**src/rtl/o_row_fetch_if.sv**
```systemverilog
// Handshake/bus bundle between the O-buffer row fetcher, its controller, the O-buffer and the transpose stage.
// The "slave" modport is the fetcher's view; "master" is everything around it.
interface o_row_fetch_if #(
    parameter int ROW_DIM    = 16,
    parameter int COL_DIM    = 16,
    parameter int DATA_WIDTH = 8,
    parameter int ADDR_WIDTH = 10
);
    localparam int CNT_W = $clog2(COL_DIM) + 1;
    localparam int ROW_W = ROW_DIM * DATA_WIDTH;

    logic                  sig_start;
    logic [CNT_W-1:0]      B;
    logic [ADDR_WIDTH-1:0] O_base_addr;

    logic                  O_rd_en;
    logic [ADDR_WIDTH-1:0] O_rd_addr;
    logic [ROW_W-1:0]      O_rd_data;

    logic                  out_valid;
    logic                  out_ready;
    logic [ROW_W-1:0]      out_data;

    logic                  busy;
    logic                  sig_end;

    modport master (
        output sig_start, B, O_base_addr, O_rd_data, out_ready,
        input  O_rd_en, O_rd_addr, out_valid, out_data, busy, sig_end
    );

    modport slave (
        input  sig_start, B, O_base_addr, O_rd_data, out_ready,
        output O_rd_en, O_rd_addr, out_valid, out_data, busy, sig_end
    );
endinterface

```
**src/rtl/o_row_fetch.sv**
```systemverilog
// Streams B consecutive O-buffer rows into a 2-entry FIFO feeding the transpose stage; first row out 3 cycles after start.
// Backpressure: out_ready low freezes the FIFO head and throttles reads so buffered plus in-flight rows never exceed 2.
module o_row_fetch #(
    parameter int ROW_DIM    = 16,
    parameter int COL_DIM    = 16,
    parameter int DATA_WIDTH = 8,
    parameter int ADDR_WIDTH = 10
) (
    input  logic          clk,
    input  logic          reset,
    o_row_fetch_if.slave  io
);
    localparam int CNT_W = $clog2(COL_DIM) + 1;
    localparam int ROW_W = ROW_DIM * DATA_WIDTH;

    typedef enum logic [1:0] {
        IDLE  = 2'd0,
        FETCH = 2'd1,
        DONE  = 2'd2
    } state_t;

    state_t                state_q,     state_d;
    logic [CNT_W-1:0]      b_q,         b_d;
    logic [CNT_W-1:0]      issued_q,    issued_d;
    logic [CNT_W-1:0]      deliv_q,     deliv_d;
    logic [ADDR_WIDTH-1:0] base_q,      base_d;
    logic [ADDR_WIDTH-1:0] last_addr_q, last_addr_d;
    logic                  inflight_q,  inflight_d;
    logic                  sig_end_q,   sig_end_d;

    logic [ROW_W-1:0]      mem_q [2];
    logic [ROW_W-1:0]      mem_d [2];
    logic                  wr_ptr_q,    wr_ptr_d;
    logic                  rd_ptr_q,    rd_ptr_d;
    logic [1:0]            occ_q,       occ_d;

    logic                  pop;
    logic                  push;
    logic                  issue;
    logic [1:0]            level;
    logic [ADDR_WIDTH-1:0] next_addr;
    logic [CNT_W-1:0]      b_clamped;

    assign b_clamped = (io.B > CNT_W'(COL_DIM)) ? CNT_W'(COL_DIM) : io.B;

    // A response is only ever accepted in the cycle right after its read strobe.
    assign push      = inflight_q;
    assign pop       = (occ_q != 2'd0) && io.out_ready;
    assign level     = occ_q + {1'b0, inflight_q} - {1'b0, pop};
    assign next_addr = base_q + ADDR_WIDTH'(issued_q);

    // Issue is decided in the same cycle as the pop so a draining consumer sustains one row per cycle.
    assign issue = (state_q == FETCH) && (issued_q < b_q) && (level < 2'd2);

    assign io.O_rd_en   = issue;
    assign io.O_rd_addr = issue ? next_addr : last_addr_q;
    assign io.out_valid = (occ_q != 2'd0);
    assign io.out_data  = mem_q[rd_ptr_q];
    assign io.busy      = (state_q != IDLE);
    assign io.sig_end   = sig_end_q;

    always_comb begin
        mem_d    = mem_q;
        wr_ptr_d = wr_ptr_q;
        rd_ptr_d = rd_ptr_q;
        occ_d    = occ_q + {1'b0, push} - {1'b0, pop};
        if (push) begin
            mem_d[wr_ptr_q] = io.O_rd_data;
            wr_ptr_d        = ~wr_ptr_q;
        end
        if (pop) begin
            rd_ptr_d = ~rd_ptr_q;
        end
    end

    always_comb begin
        state_d     = state_q;
        b_d         = b_q;
        base_d      = base_q;
        issued_d    = issued_q;
        deliv_d     = deliv_q;
        sig_end_d   = 1'b0;
        inflight_d  = issue;
        last_addr_d = issue ? next_addr : last_addr_q;

        case (state_q)
            IDLE: begin
                if (io.sig_start) begin
                    b_d      = b_clamped;
                    base_d   = io.O_base_addr;
                    issued_d = '0;
                    deliv_d  = '0;
                    if (b_clamped == '0) begin
                        state_d   = DONE;
                        sig_end_d = 1'b1;
                    end else begin
                        state_d = FETCH;
                    end
                end
            end
            FETCH: begin
                if (issue) begin
                    issued_d = issued_q + 1'b1;
                end
                if (pop) begin
                    deliv_d = deliv_q + 1'b1;
                end
                if (deliv_d == b_q) begin
                    state_d   = DONE;
                    sig_end_d = 1'b1;
                end
            end
            DONE: begin
                state_d = IDLE;
            end
            default: begin
                state_d = IDLE;
            end
        endcase
    end

    always_ff @(posedge clk) begin
        if (!reset) begin
            state_q     <= IDLE;
            b_q         <= '0;
            base_q      <= '0;
            issued_q    <= '0;
            deliv_q     <= '0;
            last_addr_q <= '0;
            inflight_q  <= 1'b0;
            sig_end_q   <= 1'b0;
            mem_q[0]    <= '0;
            mem_q[1]    <= '0;
            wr_ptr_q    <= 1'b0;
            rd_ptr_q    <= 1'b0;
            occ_q       <= 2'd0;
        end else begin
            state_q     <= state_d;
            b_q         <= b_d;
            base_q      <= base_d;
            issued_q    <= issued_d;
            deliv_q     <= deliv_d;
            last_addr_q <= last_addr_d;
            inflight_q  <= inflight_d;
            sig_end_q   <= sig_end_d;
            mem_q[0]    <= mem_d[0];
            mem_q[1]    <= mem_d[1];
            wr_ptr_q    <= wr_ptr_d;
            rd_ptr_q    <= rd_ptr_d;
            occ_q       <= occ_d;
        end
    end
endmodule

```
**src/flat_wrapper.sv**
```systemverilog
// flat-port wrapper written by rule: the top's interface ports become plain ports
module o_row_fetch_flat 
#(
    parameter int ROW_DIM    = 16,
    parameter int COL_DIM    = 16,
    parameter int DATA_WIDTH = 8,
    parameter int ADDR_WIDTH = 10
)
  (clk, reset, io_sig_start, io_B, io_O_base_addr, io_O_rd_data, io_out_ready, io_O_rd_en, io_O_rd_addr, io_out_valid, io_out_data, io_busy, io_sig_end);
  o_row_fetch_if #(.ROW_DIM(ROW_DIM), .COL_DIM(COL_DIM), .DATA_WIDTH(DATA_WIDTH), .ADDR_WIDTH(ADDR_WIDTH)) io_i ();
  input  logic clk;
  input  logic reset;
  input wire logic [$bits(io_i.sig_start)-1:0] io_sig_start;
  input wire logic [$bits(io_i.B)-1:0] io_B;
  input wire logic [$bits(io_i.O_base_addr)-1:0] io_O_base_addr;
  input wire logic [$bits(io_i.O_rd_data)-1:0] io_O_rd_data;
  input wire logic [$bits(io_i.out_ready)-1:0] io_out_ready;
  output wire logic [$bits(io_i.O_rd_en)-1:0] io_O_rd_en;
  output wire logic [$bits(io_i.O_rd_addr)-1:0] io_O_rd_addr;
  output wire logic [$bits(io_i.out_valid)-1:0] io_out_valid;
  output wire logic [$bits(io_i.out_data)-1:0] io_out_data;
  output wire logic [$bits(io_i.busy)-1:0] io_busy;
  output wire logic [$bits(io_i.sig_end)-1:0] io_sig_end;
  assign io_i.sig_start = io_sig_start;
  assign io_i.B = io_B;
  assign io_i.O_base_addr = io_O_base_addr;
  assign io_i.O_rd_data = io_O_rd_data;
  assign io_i.out_ready = io_out_ready;
  assign io_O_rd_en = io_i.O_rd_en;
  assign io_O_rd_addr = io_i.O_rd_addr;
  assign io_out_valid = io_i.out_valid;
  assign io_out_data = io_i.out_data;
  assign io_busy = io_i.busy;
  assign io_sig_end = io_i.sig_end;
  o_row_fetch #(.ROW_DIM(ROW_DIM), .COL_DIM(COL_DIM), .DATA_WIDTH(DATA_WIDTH), .ADDR_WIDTH(ADDR_WIDTH)) u_core (.clk(clk), .reset(reset), .io(io_i));
endmodule
```
**config.mk**
```make
export PLATFORM = sky130hd
export DESIGN_NAME = o_row_fetch_flat
export DESIGN_NICKNAME = d
export VERILOG_FILES = /design/src/rtl/o_row_fetch_if.sv /design/src/rtl/o_row_fetch.sv /design/src/flat_wrapper.sv
export SDC_FILE = /design/constraint.sdc
export NUM_CORES = 1
export LEC_CHECK = 0
export ABC_AREA = 1
export ABC_CLOCK_PERIOD_IN_PS = 7500
export CORE_UTILIZATION = 54
export DETAILED_ROUTE_END_ITERATION = 8
export HOLD_SLACK_MARGIN = 0.15
export PLACE_DENSITY = 0.95
export SYNTH_ARGS = -nofsm -noshare
export SYNTH_HDL_FRONTEND = slang
export SYNTH_SLANG_ARGS = --single-unit
```
**constraint.sdc**
```tcl
create_clock -name clk -period 7.5 [get_ports clk]
set_input_delay 1.5 -clock clk [delete_from_list [all_inputs] [get_ports clk]]
set_output_delay 1.5 -clock clk [all_outputs]
set_load 0.02 [all_outputs]
```
==> Flow_metrics.wiki, run 1 <==
{| class="wikitable"
! Metric !! Value
|-
| Max-cap violations || 0
|-
| Total congestion overflow after global routing || 0
|-
| Routed len/inst || roughly 15 um
|-
| Starting DRT DRC Count || between 1,000 and 1,500
|-
| Part of the cycle the worst path needs || 0.894
|-
| Layout cell share with drive strength beyond 1 || 0.0351
|-
| Cell family with most CP delay || buffers and inverters
|-
| Most repeated library cell on the critical path || inv_1
|-
| Number of buffer and inverter stages on the critical path || 6
|-
| Port-buffer cells || roughly 290
|-
| Quantity of hold-fixing buffers added after cts || 0
|-
| Final ANT Viol Nets || 0
|-
| Worst slew margin || 0.243
|-
| Transition time of the tightest slew-check pin || around 1.1 ns
|-
| Layout net count || between 2,000 and 2,500
|-
| Stages on worst setup path || 14
|-
| Arrival time worst endpoint || ~5.2 ns
|-
| Post-layout min period || 6.71 ns
|-
| Number of synthesis warnings || 0
|-
| Beginning of the critical path || io_out_ready
|-
| Number of antenna violations at the first check in global routing || 1
|-
| Number of sinks driven by the clock tree || between 200 and 300
|-
| Total non-filler cell area in the finished layout || between 15,000 and 20,000 sq um
|-
| Num CTS Buffers || 30
|-
| Total count of max-transition violations in the final report || 0
|-
| Worst Hold Margin || approximately 0.48 ns
|-
| Vias in the first global route || between 10,000 and 15,000
|-
| Highest net fanout along the worst path || 21
|-
| Post-synthesis register bit count || about 300
|-
| Worst reg-to-reg setup slack || roughly 4.3 ns
|-
| Post-detailed-placement cell area || ~15,000 sq um
|-
| Pwr dens || ~270 nW/um^2
|-
| TritonCTS clock tree || done
|-
| Capturing element type of the critical path || output pin
|-
| Hold violation total from the final report || 0
|-
| CTS clock-pin slew for the worst setup and hold paths || roughly 0.06 ns
|-
| Worst reg2reg path depth || 12
|-
| Overall Global Routing Usage || 0.296
|-
| Area added between synthesis and finish || 31.2%
|-
| Post-layout worst setup margin || ~0.79 ns
|-
| Synthesized area per cell || around 6.8 sq um
|-
| Final weighted congestion in routability-driven placement || between 0.9 and 1
|-
| Vert. Die Dim || 154 um
|-
| Number of different library cells in the post-synthesis netlist || 27
|-
| Deepest clock path buffer count || 3
|-
| Post-synth design cell area || 12,600 sq um
|-
| Post-route DRC violation count || 0
|-
| I/O pin count || approximately 290
|-
| Clk Tree Root Cell || clkbuf_16
|-
| Reg2reg end || u_core.last_addr_q[7]$_SDFF_PN0_
|-
| Core utilization of the finished layout || 0.725
|-
| Setup slack at placement || about 0.84 ns
|-
| Vias after detailed routing || 12,900
|-
| Post-CTS setup buffer count || 0
|-
| CP Cell Sequence || clkdlybuf4s50_1 -> o21ai_4 -> inv_1 -> ha_1 -> inv_1 -> ha_1 -> xor2_1 -> xor2_1 -> nand3_1 -> inv_1 -> or2_1 -> nand2_1 -> inv_1 -> clkdlybuf4s50_1
|-
| Lkg Pwr || slightly above 7 nW
|-
| Area of the die || roughly 24,000 sq um
|-
| Clock latency of the later-clocked register in the worst-skew pair || 0.56 ns
|-
| Pin count of the biggest net entering global routing || 157
|-
| Total half-perimeter wirelength after legalization and detailed placement || 21.5 mm
|-
| Required time at the endpoint of the critical path || approximately 6 ns
|-
| Global-route wire length before repair || 58.4 mm
|-
| Initial core utilization || 0.553
|-
| Startpoint kind of the worst setup timing path || input port
|-
| Destination of the critical timing path || io_O_rd_addr[6]
|-
| Worst hold path type || reg2reg
|-
| Final Routed Wirelength || 36.6 mm
|-
| Width of the die || approximately 150 um
|-
| Biggest cell delay along the critical path || between 0.6 and 0.7 ns
|-
| Placement row count || 55
|-
| Startpoint of the lowest-slack register-to-register path || u_core.occ_q[0]$_SDFF_PN0_
|-
| IR drop worst, VDD || 0.224 mV
|-
| Setup-violating endpoint count in the final report || 0
|-
| TritonRoute pass-1 iters || 6
|-
| Register area share after synthesis || 0.477
|-
| Path type of the worst setup path || in2out
|-
| Post-synthesis instance total || around 1,900
|-
| RSZ-0062 raised after global routing || no
|-
| Net count after synthesis || 2,014
|-
| CORE AREA || approximately 23,000 sq um
|-
| Total of cells resized after clock tree synthesis || 0
|-
| Number of H-tree levels || 1
|-
| Clock Skews || 0.0189 ns
|-
| Fmax achieved || 149 MHz
|-
| Vias per cell || between 5 and 6
|-
| Status || finished, final reports clean
|-
| Slowest-stage cell, CP || nand3_1
|-
| Number of antenna diodes || 0
|-
| Setup TNS || 0 ns
|}
[power by group]
part,internal [mW],leakage [nW],switching [mW]
Clock,0.984,0.540,0.633
Combinational,0.423,4.21,0.650
Sequential,1.73,2.42,0.103
[placed cells by master, fill, tap and decap left out, drive strengths merged]
master,count
a21boi,1
a21oi,30
and2,2
and2b,2
buf,8
bufinv,5
clkbuf,41
clkdlybuf4s50,287
clkinv,8
dfxtp,299
fa,1
ha,13
inv,50
nand2,445
nand3,33
nand4,4
nor2,546
nor3,3
o21ai,286
o21bai,1
or2,1
xnor2,2
xor2,12
[cells in the mapped netlist]
cell type,count,area [sq um]
xnor2_1,2,17.5
nand2_4,1,11.3
clkbuf_1,99,372
nand4_1,4,25.0
nand3_1,33,165
dfxtp_1,299,5990
ha_1,13,163
o21ai_1,3,15.0
nand2_1,444,1670
buf_6,1,11.3
o21ai_2,2,17.5
buf_2,19,95.1
nor2_2,1,6.26
and2_1,2,12.5
o21ai_4,1,16.3
or2_1,1,6.26
a21oi_1,30,150
o21bai_1,1,7.51
fa_1,1,20.0
o21ai_0,280,1400
buf_1,4,15.0
nor2_1,545,2050
xor2_1,12,105
nor3_1,3,15.0
a21boi_1,1,7.51
and2b_2,2,17.5
inv_1,49,184
[tightest hold or removal path, delay by kind of cell, from the launching register on]
family	cells	cell delay [ns]
DFF	1	0.32
and+or+nand+nor	2	0.13
[state kept, by name, summed over array words and instances (netlist names), 2 cells and up]
| register | flops |
|---|---|
| u_core.last_addr_q | 10 |
| u_core.issued_q | 5 |
| u_core.occ_q | 2 |
| u_core.b_q | 5 |
| u_core.mem_q | 256 |
| u_core.base_q | 10 |
| u_core.deliv_q | 5 |
| u_core.state_q | 2 |
[cell families (layout without fill, tap and decap cells)]
logic type	count (synthesis)	in the layout	share of synthesized area
and+or+nand+nor	1036	1036	0.316
AOI/OAI and AO/OA	318	318	0.129
DFF	299	299	0.477
buffers and inverters	172	399	0.0539
adders and majority gates	14	14	0.0146
xor gates and xnor gates	14	14	0.00977
[cell type report]
cell class | count | area (sq um)
Inverter | 49 | 194
Tap cell | 285 | 357
Timing Repair Buffer | 295 | 2940
Clock inverter | 14 | 210
Multi-Input combinational cell | 1382 | 5910
Clock buffer | 41 | 872
Sequential cell | 299 | 5990
Fill cell | 1647 | 6240
[metrics by stage]
step	power, mW	std cells
floorplan	2.45	1853
global placement	2.88	2310
global route	4.70	2365
CTS	4.52	2365
detailed placement	2.91	2310
finish	4.52	2365
[layer usage]
metal / GRT usage / part of all wire / up-vias
li1: - / - / 6232
met1: 0.338 / 0.38 / 5933
met2: 0.510 / 0.48 / 597
met3: 0.0762 / 0.088 / 132
met4: 0.151 / 0.048 / 2
met5: 0 / 0.00036 / -
[worst min path at each step]
stage / from / end / slack (ns) / cells after the start
floorplan: u_core.mem_q[166]$_SDFFE_PN0P_ / u_core.mem_q[166]$_SDFFE_PN0P_ / 0.42 / 2
global placement: u_core.mem_q[166]$_SDFFE_PN0P_ / u_core.mem_q[166]$_SDFFE_PN0P_ / 0.44 / 2
detailed placement: u_core.mem_q[166]$_SDFFE_PN0P_ / u_core.mem_q[166]$_SDFFE_PN0P_ / 0.46 / 2
CTS: u_core.mem_q[166]$_SDFFE_PN0P_ / u_core.mem_q[166]$_SDFFE_PN0P_ / 0.47 / 2
global route: u_core.mem_q[166]$_SDFFE_PN0P_ / u_core.mem_q[166]$_SDFFE_PN0P_ / 0.48 / 2
finish: u_core.mem_q[45]$_SDFFE_PN0P_ / u_core.mem_q[45]$_SDFFE_PN0P_ / 0.48 / 2
No activity file was read; power rests on OpenSTA's default activity.
==> run 2, diff against run 1 <==
--- a/config.mk
+++ b/config.mk
@@ -6,8 +6,9 @@
 export NUM_CORES = 1
 export LEC_CHECK = 0
 export ABC_AREA = 1
-export ABC_CLOCK_PERIOD_IN_PS = 7500
+export ABC_CLOCK_PERIOD_IN_PS = 8300
 export CORE_UTILIZATION = 54
+export CTS_CLUSTER_DIAMETER = 50
 export DETAILED_ROUTE_END_ITERATION = 8
 export HOLD_SLACK_MARGIN = 0.15
 export PLACE_DENSITY = 0.95
==> constraint.sdc (replaced) <==
create_clock -name clk -period 8.3 [get_ports clk]
set_input_delay 1.66 -clock clk [delete_from_list [all_inputs] [get_ports clk]]
set_output_delay 1.66 -clock clk [all_outputs]
set_load 0.02 [all_outputs]
==> run 2 against run 1 <==
- hold slack worse by 0.0099 ns
- sequential cell count stayed put
- clock power is 12% lower
- cell count is 0.17% higher
- critical path depth stayed put
- routed wire length is 1.4% lower
- die area stayed put
- first-iteration DRC count is 9.6% lower
- total power is 11% lower
- clock skew is 0.0022 ns lower
- non-clock buffer count is 1 higher
- core utilization stayed put
- critical path type unchanged
- largest cell class unchanged
==> Flow_metrics.wiki, run 2 (synthesis gave the netlist of run 1 again) <==
{| class="wikitable"
! Metric !! Value
|-
| Routed len/inst || 15.2 um (was 15.5 um)
|-
| CP Cell Sequence || clkdlybuf4s50_1 -> o21ai_4 -> inv_1 -> ha_1 -> inv_1 -> ha_1 -> xor2_1 -> xor2_1 -> nand3_1 -> inv_1 -> or2_1 -> nand2_1 -> inv_1 -> clkdlybuf4s50_1 (unchanged)
|-
| Number of H-tree levels || 1 (unchanged)
|-
| Status || finished, final reports clean (unchanged)
|-
| Worst slew margin || 0.223 (was 0.243)
|-
| Layout cell share with drive strength beyond 1 || 0.0360 (was 0.0351)
|-
| Final Routed Wirelength || 36.0 mm (was 36.6 mm)
|-
| Initial core utilization || 0.553 (unchanged)
|-
| Arrival time worst endpoint || 5.01 ns (was 5.21 ns)
|-
| Post-CTS setup buffer count || 0 (unchanged)
|-
| Worst Hold Path EP || u_core.mem_q[166]$_SDFFE_PN0P_ (was u_core.mem_q[45]$_SDFFE_PN0P_)
|-
| Max-cap violations || 0 (unchanged)
|-
| Highest net fanout along the worst path || 15 (was 21)
|-
| Number of buffer and inverter stages on the critical path || 6 (unchanged)
|-
| Layout net count || 2,220 (was 2,218)
|-
| Pin count of the biggest net entering global routing || 158 (was 157)
|-
| Clk Tree Root Cell || clkbuf_16 (unchanged)
|-
| IR drop worst, VDD || 0.195 mV (was 0.224 mV)
|-
| Post-layout worst setup margin || 1.63 ns (was 0.791 ns)
|-
| Clock latency of the later-clocked register in the worst-skew pair || 0.57 ns (was 0.56 ns)
|-
| Required time at the endpoint of the critical path || 6.64 ns (was 6.00 ns)
|-
| Quantity of hold-fixing buffers added after cts || 0 (unchanged)
|-
| Biggest cell delay along the critical path || 0.59 ns (was 0.69 ns)
|-
| CTS clock-pin slew for the worst setup and hold paths || 0.06 ns (about the same)
|-
| Number of sinks driven by the clock tree || 299 (unchanged)
|-
| Vias in the first global route || 12,200 (was 12,400)
|-
| TritonRoute pass-1 iters || 7 (was 6)
|-
| Worst reg-to-reg setup slack || 5.44 ns (was 4.28 ns)
|-
| Slowest-stage cell, CP || clkdlybuf4s50_1 (was nand3_1)
|-
| Transition time of the tightest slew-check pin || 1.17 ns (was 1.14 ns)
|-
| Vert. Die Dim || 154 um (unchanged)
|-
| Largest registers in the final layout || u_core.mem_q (256), u_core.base_q (10), u_core.last_addr_q (10) (unchanged)
|-
| Most used cells in the layout excluding fill and tap cells || nor2_1 (544), nand2_1 (443), dfxtp_1 (298), clkdlybuf4s50_1 (287), o21ai_0 (280) (unchanged)
|-
| Reg2reg end || u_core.issued_q[0]$_SDFFE_PN0P_ (was u_core.last_addr_q[7]$_SDFF_PN0_)
|-
| Cell family with most CP delay || buffers and inverters (unchanged)
|-
| Area added between synthesis and finish || 31.2% (unchanged)
|-
| Setup slack at placement || 1.72 ns (was 0.843 ns)
|-
| I/O pin count || 289 (unchanged)
|-
| Vias per cell || 5.43 (was 5.45)
|-
| Total half-perimeter wirelength after legalization and detailed placement || 21.8 mm (was 21.5 mm)
|-
| Path type of the worst setup path || in2out (unchanged)
|-
| Stages on worst setup path || 14 (unchanged)
|-
| RSZ-0062 raised after global routing || no (unchanged)
|-
| Number of flip-flops in the largest register || 256 (unchanged)
|-
| Pwr dens || 245 nW/um^2 (was 274 nW/um^2)
|-
| Port-buffer cells || 288 (unchanged)
|-
| Vias after detailed routing || 12,900 (about the same)
|-
| Setup TNS || 0 ns (unchanged)
|-
| Overall power of the completed layout || 4.04 mW (was 4.52 mW)
|-
| Part of the cycle the worst path needs || 0.804
|-
| Total of cells resized after clock tree synthesis || 0 (unchanged)
|-
| Hold violation total from the final report || 0 (unchanged)
|-
| Worst Hold Margin || 0.471 ns (was 0.481 ns)
|-
| Leading cell type in the layout, fill and taps excluded || nor2_1 (unchanged)
|-
| Total congestion overflow after global routing || 0 (unchanged)
|-
| Worst hold stages || 2 (unchanged)
|-
| Global-route wire length before repair || 58.3 mm (was 58.4 mm)
|-
| Final ANT Viol Nets || 0 (unchanged)
|-
| Setup-violating endpoint count in the final report || 0 (unchanged)
|-
| Worst hold path type || reg2reg (unchanged)
|-
| Width of the die || 154 um (unchanged)
|-
| Number of antenna diodes || 0 (unchanged)
|-
| Fmax achieved || approximately 150 MHz
|-
| Area taken by flip-flops and latches || 5990 sq um (unchanged)
|-
| Final weighted congestion in routability-driven placement || 0.905 (was 0.942)
|-
| Starting DRT DRC Count || 964 (was 1,066)
|-
| Worst reg2reg path depth || 12 (unchanged)
|-
| Post-route DRC violation count || 0 (unchanged)
|-
| Core utilization of the finished layout || 0.725 (unchanged)
|-
| Post-layout min period || between 6 and 7 ns
|-
| TritonCTS clock tree || done (unchanged)
|-
| Most repeated library cell on the critical path || inv_1 (unchanged)
|-
| Total of fill cells in the finished design || 1,674 (was 1,647)
|-
| Num CTS Buffers || 31 (was 30)
|-
| CORE AREA || 22,700 sq um (unchanged)
|-
| Placement row count || 55 (unchanged)
|-
| Total count of max-transition violations in the final report || 0 (unchanged)
|-
| Capturing element type of the critical path || output pin (unchanged)
|-
| Clock Skews || 0.0168 ns (was 0.0189 ns)
|-
| Area of the multi-input gates || 5910 sq um (unchanged)
|-
| Number of antenna violations at the first check in global routing || 1 (unchanged)
|-
| Largest register by flop count || u_core.mem_q (unchanged)
|-
| Startpoint kind of the worst setup timing path || input port (unchanged)
|-
| Deepest clock path buffer count || 3 (unchanged)
|-
| Area of the die || 23,900 sq um (unchanged)
|-
| Overall Global Routing Usage || 0.296 (about the same)
|-
| Startpoint of the lowest-slack register-to-register path || u_core.occ_q[1]$_SDFF_PN0_ (was u_core.occ_q[0]$_SDFF_PN0_)
|-
| Lkg Pwr || 7.17 nW (about the same)
|-
| Hold wc startpoint || u_core.mem_q[166]$_SDFFE_PN0P_ (was u_core.mem_q[45]$_SDFFE_PN0P_)
|}
==> run 2: cell count changes in the layout (fill, tap and decap cells not counted) <==
cell and delta:
clkinv_2 -3, clkbuf_1 +2, clkinv_8 -1, bufinv_16 -4, buf_4 +1, inv_16 +1
clkbuf_16 +1, inv_6 +1, clkbuf_8 +6
==> run 2: stage by stage <==
step	cells	instance area, sq um
finish	2369	16500
global route	2369	16500
detailed placement	2311	15400
CTS	2369	16500
floorplan	1853	12600
global placement	2311	15400
==> run 2: worst max path at each step <==
stage / start / to / slack (ns)
2_1_floorplan: io_out_ready / io_O_rd_addr[6] / 3.25
3_3_place_gp: io_out_ready / io_O_rd_addr[6] / 1.81
3_5_place_dp: io_out_ready / io_O_rd_addr[6] / 1.72
4_1_cts: io_out_ready / io_O_rd_addr[6] / 1.67
5_1_grt: io_out_ready / io_O_rd_addr[7] / 1.40
6_report: io_out_ready / io_O_rd_addr[6] / 1.63
==> run 2: cell type report <==
| type | count | share of cell area |
|---|---|---|
| Timing Repair Buffer | 296 | 0.179 |
| Sequential cell | 299 | 0.364 |
| Multi-Input combinational cell | 1382 | 0.359 |
| Tap cell | 285 | 0.0217 |
| Clock inverter | 8 | 0.00532 |
| Inverter | 49 | 0.0118 |
| Clock buffer | 50 | 0.0600 |
==> run 2: metal layers <==
metal	up-vias	track usage	wire length, um
met4	2	0.140	1670
li1	6228	-	-
met2	566	0.506	17200
met1	5948	0.350	14000
met3	119	0.0692	3170
met5	-	0	11
==> run 2: report_power, final <==
group          switching, mW  leakage [nW]  internal, mW
Combinational          0.587          4.21         0.383
Clock                  0.577         0.537         0.846
Sequential            0.0891          2.42          1.56
==> run 2: worst min-delay path: cells and delay by family (launching register included) <==
family	cells	cell delay, ns
flops	1	0.30
buf+inv	1	0.07
compound gates	1	0.06
==> run 3, diff against run 2 <==
--- a/config.mk
+++ b/config.mk
@@ -6,12 +6,12 @@
 export NUM_CORES = 1
 export LEC_CHECK = 0
 export ABC_AREA = 1
-export ABC_CLOCK_PERIOD_IN_PS = 8300
-export CORE_UTILIZATION = 54
+export ABC_CLOCK_PERIOD_IN_PS = 6500
+export CORE_UTILIZATION = 50
 export CTS_CLUSTER_DIAMETER = 50
 export DETAILED_ROUTE_END_ITERATION = 8
 export HOLD_SLACK_MARGIN = 0.15
-export PLACE_DENSITY = 0.95
+export PLACE_DENSITY = 0.9
 export SYNTH_ARGS = -nofsm -noshare
 export SYNTH_HDL_FRONTEND = slang
 export SYNTH_SLANG_ARGS = --single-unit
==> constraint.sdc (replaced) <==
create_clock -name clk -period 6.5 [get_ports clk]
set_input_delay 1.3 -clock clk [delete_from_list [all_inputs] [get_ports clk]]
set_output_delay 1.3 -clock clk [all_outputs]
set_load 0.02 [all_outputs]
==> run 3 against run 2 <==
- die area grew 7.9%
- largest power group unchanged
- sequential power grew 28%
- final area grew 0.93%
- via count fell by 0.54%
- highest routed layer unchanged
- clock power up 38%
- total power up 32%
- sequential cell count unchanged
- core utilization down 4.6 points
- critical endpoint is now io_O_rd_addr[5]
- global-route usage decreased by 1.8 points
- count of clock-buffer cells in the layout rose by 1
- critical path depth is 1 lower
- routed wire length up 2.7%
==> Flow_metrics.wiki, run 3 (synthesis gave the netlist of run 1 again) <==
{| class="wikitable"
! Metric !! Value
|-
| Quantity of hold-fixing buffers added after cts || 0 (unchanged)
|-
| Largest register by flop count || u_core.mem_q (unchanged)
|-
| Number of H-tree levels || 2 (was 1)
|-
| Starting DRT DRC Count || 1,078 (was 964)
|-
| Clk Tree Root Cell || clkbuf_16 (unchanged)
|-
| Num CTS Buffers || 34 (was 31)
|-
| Largest registers in the final layout || u_core.mem_q (256), u_core.base_q (10), u_core.last_addr_q (10) (unchanged)
|-
| Placement row count || 57 (was 55)
|-
| Vias after detailed routing || 12,800 (was 12,900)
|-
| Vias per cell || 5.30 (was 5.43)
|-
| Final Routed Wirelength || 37.0 mm (was 36.0 mm)
|-
| Vias in the first global route || 12,100 (was 12,200)
|-
| Area taken by flip-flops and latches || 5990 sq um (unchanged)
|-
| Lkg Pwr || 7.21 nW (was 7.17 nW)
|-
| RSZ-0062 raised after global routing || no (unchanged)
|-
| Most used cells in the layout excluding fill and tap cells || nor2_1 (544), nand2_1 (443), dfxtp_1 (298), clkdlybuf4s50_1 (287), o21ai_0 (280) (unchanged)
|-
| Reg2reg end || u_core.mem_q[166]$_SDFFE_PN0P_ (was u_core.issued_q[0]$_SDFFE_PN0P_)
|-
| Final ANT Viol Nets || 0 (unchanged)
|-
| TritonCTS clock tree || done (unchanged)
|-
| Area of the die || 25,700 sq um (was 23,900 sq um)
|-
| Setup TNS || 0 ns (unchanged)
|-
| Layout cell share with drive strength beyond 1 || 0.0364 (was 0.0360)
|-
| Total non-filler cell area in the finished layout || 16,600 sq um (was 16,500 sq um)
|-
| Slowest-stage cell, CP || clkdlybuf4s50_1 (unchanged)
|-
| Deepest clock path buffer count || 3 (unchanged)
|-
| Global-route wire length before repair || 59.0 mm (was 58.3 mm)
|-
| I/O pin count || 289 (unchanged)
|-
| Startpoint kind of the worst setup timing path || input port (unchanged)
|-
| Worst Hold Path EP || u_core.mem_q[166]$_SDFFE_PN0P_ (unchanged)
|-
| Highest net fanout along the worst path || 9 (was 15)
|-
| Total count of max-transition violations in the final report || 0 (unchanged)
|-
| Area of the multi-input gates || 5910 sq um (unchanged)
|-
| Arrival time worst endpoint || 4.42 ns (was 5.01 ns)
|-
| Overall Global Routing Usage || 0.278 (was 0.296)
|-
| Post-CTS setup buffer count || 0 (unchanged)
|-
| Cell family with most CP delay || buffers and inverters (unchanged)
|-
| Max-cap violations || 0 (unchanged)
|-
| Worst reg2reg path depth || 7 (was 12)
|-
| Number of antenna diodes || 0 (unchanged)
|-
| TritonRoute pass-1 iters || 5 (was 7)
|-
| Final weighted congestion in routability-driven placement || 0.870 (was 0.905)
|-
| Most repeated library cell on the critical path || inv_1 (unchanged)
|-
| CORE AREA || 24,500 sq um (was 22,700 sq um)
|-
| Total congestion overflow after global routing || 0 (unchanged)
|-
| Transition time of the tightest slew-check pin || 1.09 ns (was 1.17 ns)
|-
| Biggest cell delay along the critical path || 0.62 ns (was 0.59 ns)
|-
| Worst hold path type || reg2reg (unchanged)
|-
| Clock latency of the later-clocked register in the worst-skew pair || 0.50 ns (was 0.57 ns)
|-
| Vert. Die Dim || 160 um (was 154 um)
|-
| Total half-perimeter wirelength after legalization and detailed placement || 22.1 mm (was 21.8 mm)
|-
| Leading cell type in the layout, fill and taps excluded || nor2_1 (unchanged)
|-
| Number of buffer and inverter stages on the critical path || 6 (unchanged)
|-
| Worst Hold Margin || 0.456 ns (was 0.471 ns)
|-
| Hold wc startpoint || u_core.mem_q[166]$_SDFFE_PN0P_ (unchanged)
|-
| Routed len/inst || 15.3 um (was 15.2 um)
|-
| Worst hold stages || 2 (unchanged)
|-
| Setup-violating endpoint count in the final report || 0 (unchanged)
|-
| CP Cell Sequence || clkdlybuf4s50_1 -> o21ai_4 -> inv_1 -> ha_1 -> inv_1 -> ha_1 -> xor2_1 -> xor2_1 -> nand3_1 -> inv_1 -> o21ai_0 -> inv_1 -> clkdlybuf4s50_1 (was clkdlybuf4s50_1 -> o21ai_4 -> inv_1 -> ha_1 -> inv_1 -> ha_1 -> xor2_1 -> xor2_1 -> nand3_1 -> inv_1 -> or2_1 -> nand2_1 -> inv_1 -> clkdlybuf4s50_1)
|-
| Hold violation total from the final report || 0 (unchanged)
|-
| Clock Skews || 0.0105 ns (was 0.0168 ns)
|-
| Core utilization of the finished layout || 0.679 (was 0.725)
|-
| Pwr dens || 320 nW/um^2 (was 245 nW/um^2)
|-
| Number of flip-flops in the largest register || 256 (unchanged)
|-
| Total of cells resized after clock tree synthesis || 0 (unchanged)
|-
| Startpoint of the lowest-slack register-to-register path || u_core.inflight_q$_SDFF_PN0_ (was u_core.occ_q[1]$_SDFF_PN0_)
|-
| CTS clock-pin slew for the worst setup and hold paths || 0.05 ns (was 0.06 ns)
|-
| Part of the cycle the worst path needs || 0.880
|-
| Post-detailed-placement cell area || 15,500 sq um (was 15,400 sq um)
|-
| Width of the die || 160 um (was 154 um)
|-
| Required time at the endpoint of the critical path || 5.20 ns (was 6.64 ns)
|-
| Initial core utilization || 0.513 (was 0.553)
|-
| Layout net count || 2,226 (was 2,220)
|-
| Total of fill cells in the finished design || 1,934 (was 1,674)
|-
| Worst reg-to-reg setup slack || 3.81 ns (was 5.44 ns)
|-
| Pin count of the biggest net entering global routing || 130 (was 158)
|-
| Post-route DRC violation count || 0 (unchanged)
|-
| Overall power of the completed layout || 5.32 mW (was 4.04 mW)
|-
| IR drop worst, VDD || 0.223 mV (was 0.195 mV)
|-
| Worst slew margin || 0.275 (was 0.223)
|-
| Post-layout min period || roughly 5.7 ns
|-
| Port-buffer cells || 288 (unchanged)
|-
| Number of antenna violations at the first check in global routing || 1 (unchanged)
|-
| Number of sinks driven by the clock tree || 299 (unchanged)
|-
| Path type of the worst setup path || in2out (unchanged)
|-
| Fmax achieved || 175 MHz
|-
| Status || finished, final reports clean (unchanged)
|-
| Area added between synthesis and finish || 32.4% (was 31.2%)
|-
| Capturing element type of the critical path || output pin (unchanged)
|}
## run 3: layer usage
layer  share of wire  global-route usage  up-vias
li1                -                   -     6252
met1            0.40               0.328     5899
met2            0.48               0.471      519
met3           0.079              0.0708      122
met4           0.043               0.135        2
met5         0.00035                   0        -
## run 3: worst min-delay path: stages (launching register included)
cell and delay [ns]:
dfxtp_1 0.29, inv_1 0.06, a21oi_1 0.05
## run 3: area by class of cell
class,count,area share
well taps,324,0.0244
clock inverters,10,0.00836
inverters,49,0.0117
flip-flops and latches,299,0.360
clock buffers,51,0.0613
multi-input cells,1382,0.355
repair buffers,299,0.178
## run 3: worst max-delay path by stage
stage | depth (start not counted) | endpoint | startpoint
floorplan | 12 | io_O_rd_addr[6] | io_out_ready
global placement | 14 | io_O_rd_addr[6] | io_out_ready
detailed placement | 14 | io_O_rd_addr[6] | io_out_ready
CTS | 14 | io_O_rd_addr[6] | io_out_ready
global route | 13 | io_O_rd_addr[5] | io_out_ready
finish | 13 | io_O_rd_addr[5] | io_out_ready
## run 3: power breakdown
group	total (mW)	leakage (nW)	internal (mW)	switching [mW]
registers	2.11	2.42	1.99	0.115
clock network	1.96	0.564	1.21	0.752
logic	1.25	4.22	0.493	0.757
## run 3: through the flow
stage | instances | setup slack (ns)
after floorplan | 1853 | 2.17
after global placement | 2353 | 0.944
after detailed placement | 2353 | 0.831
after CTS | 2414 | 0.813
after global routing | 2414 | 0.538
final | 2414 | 0.781
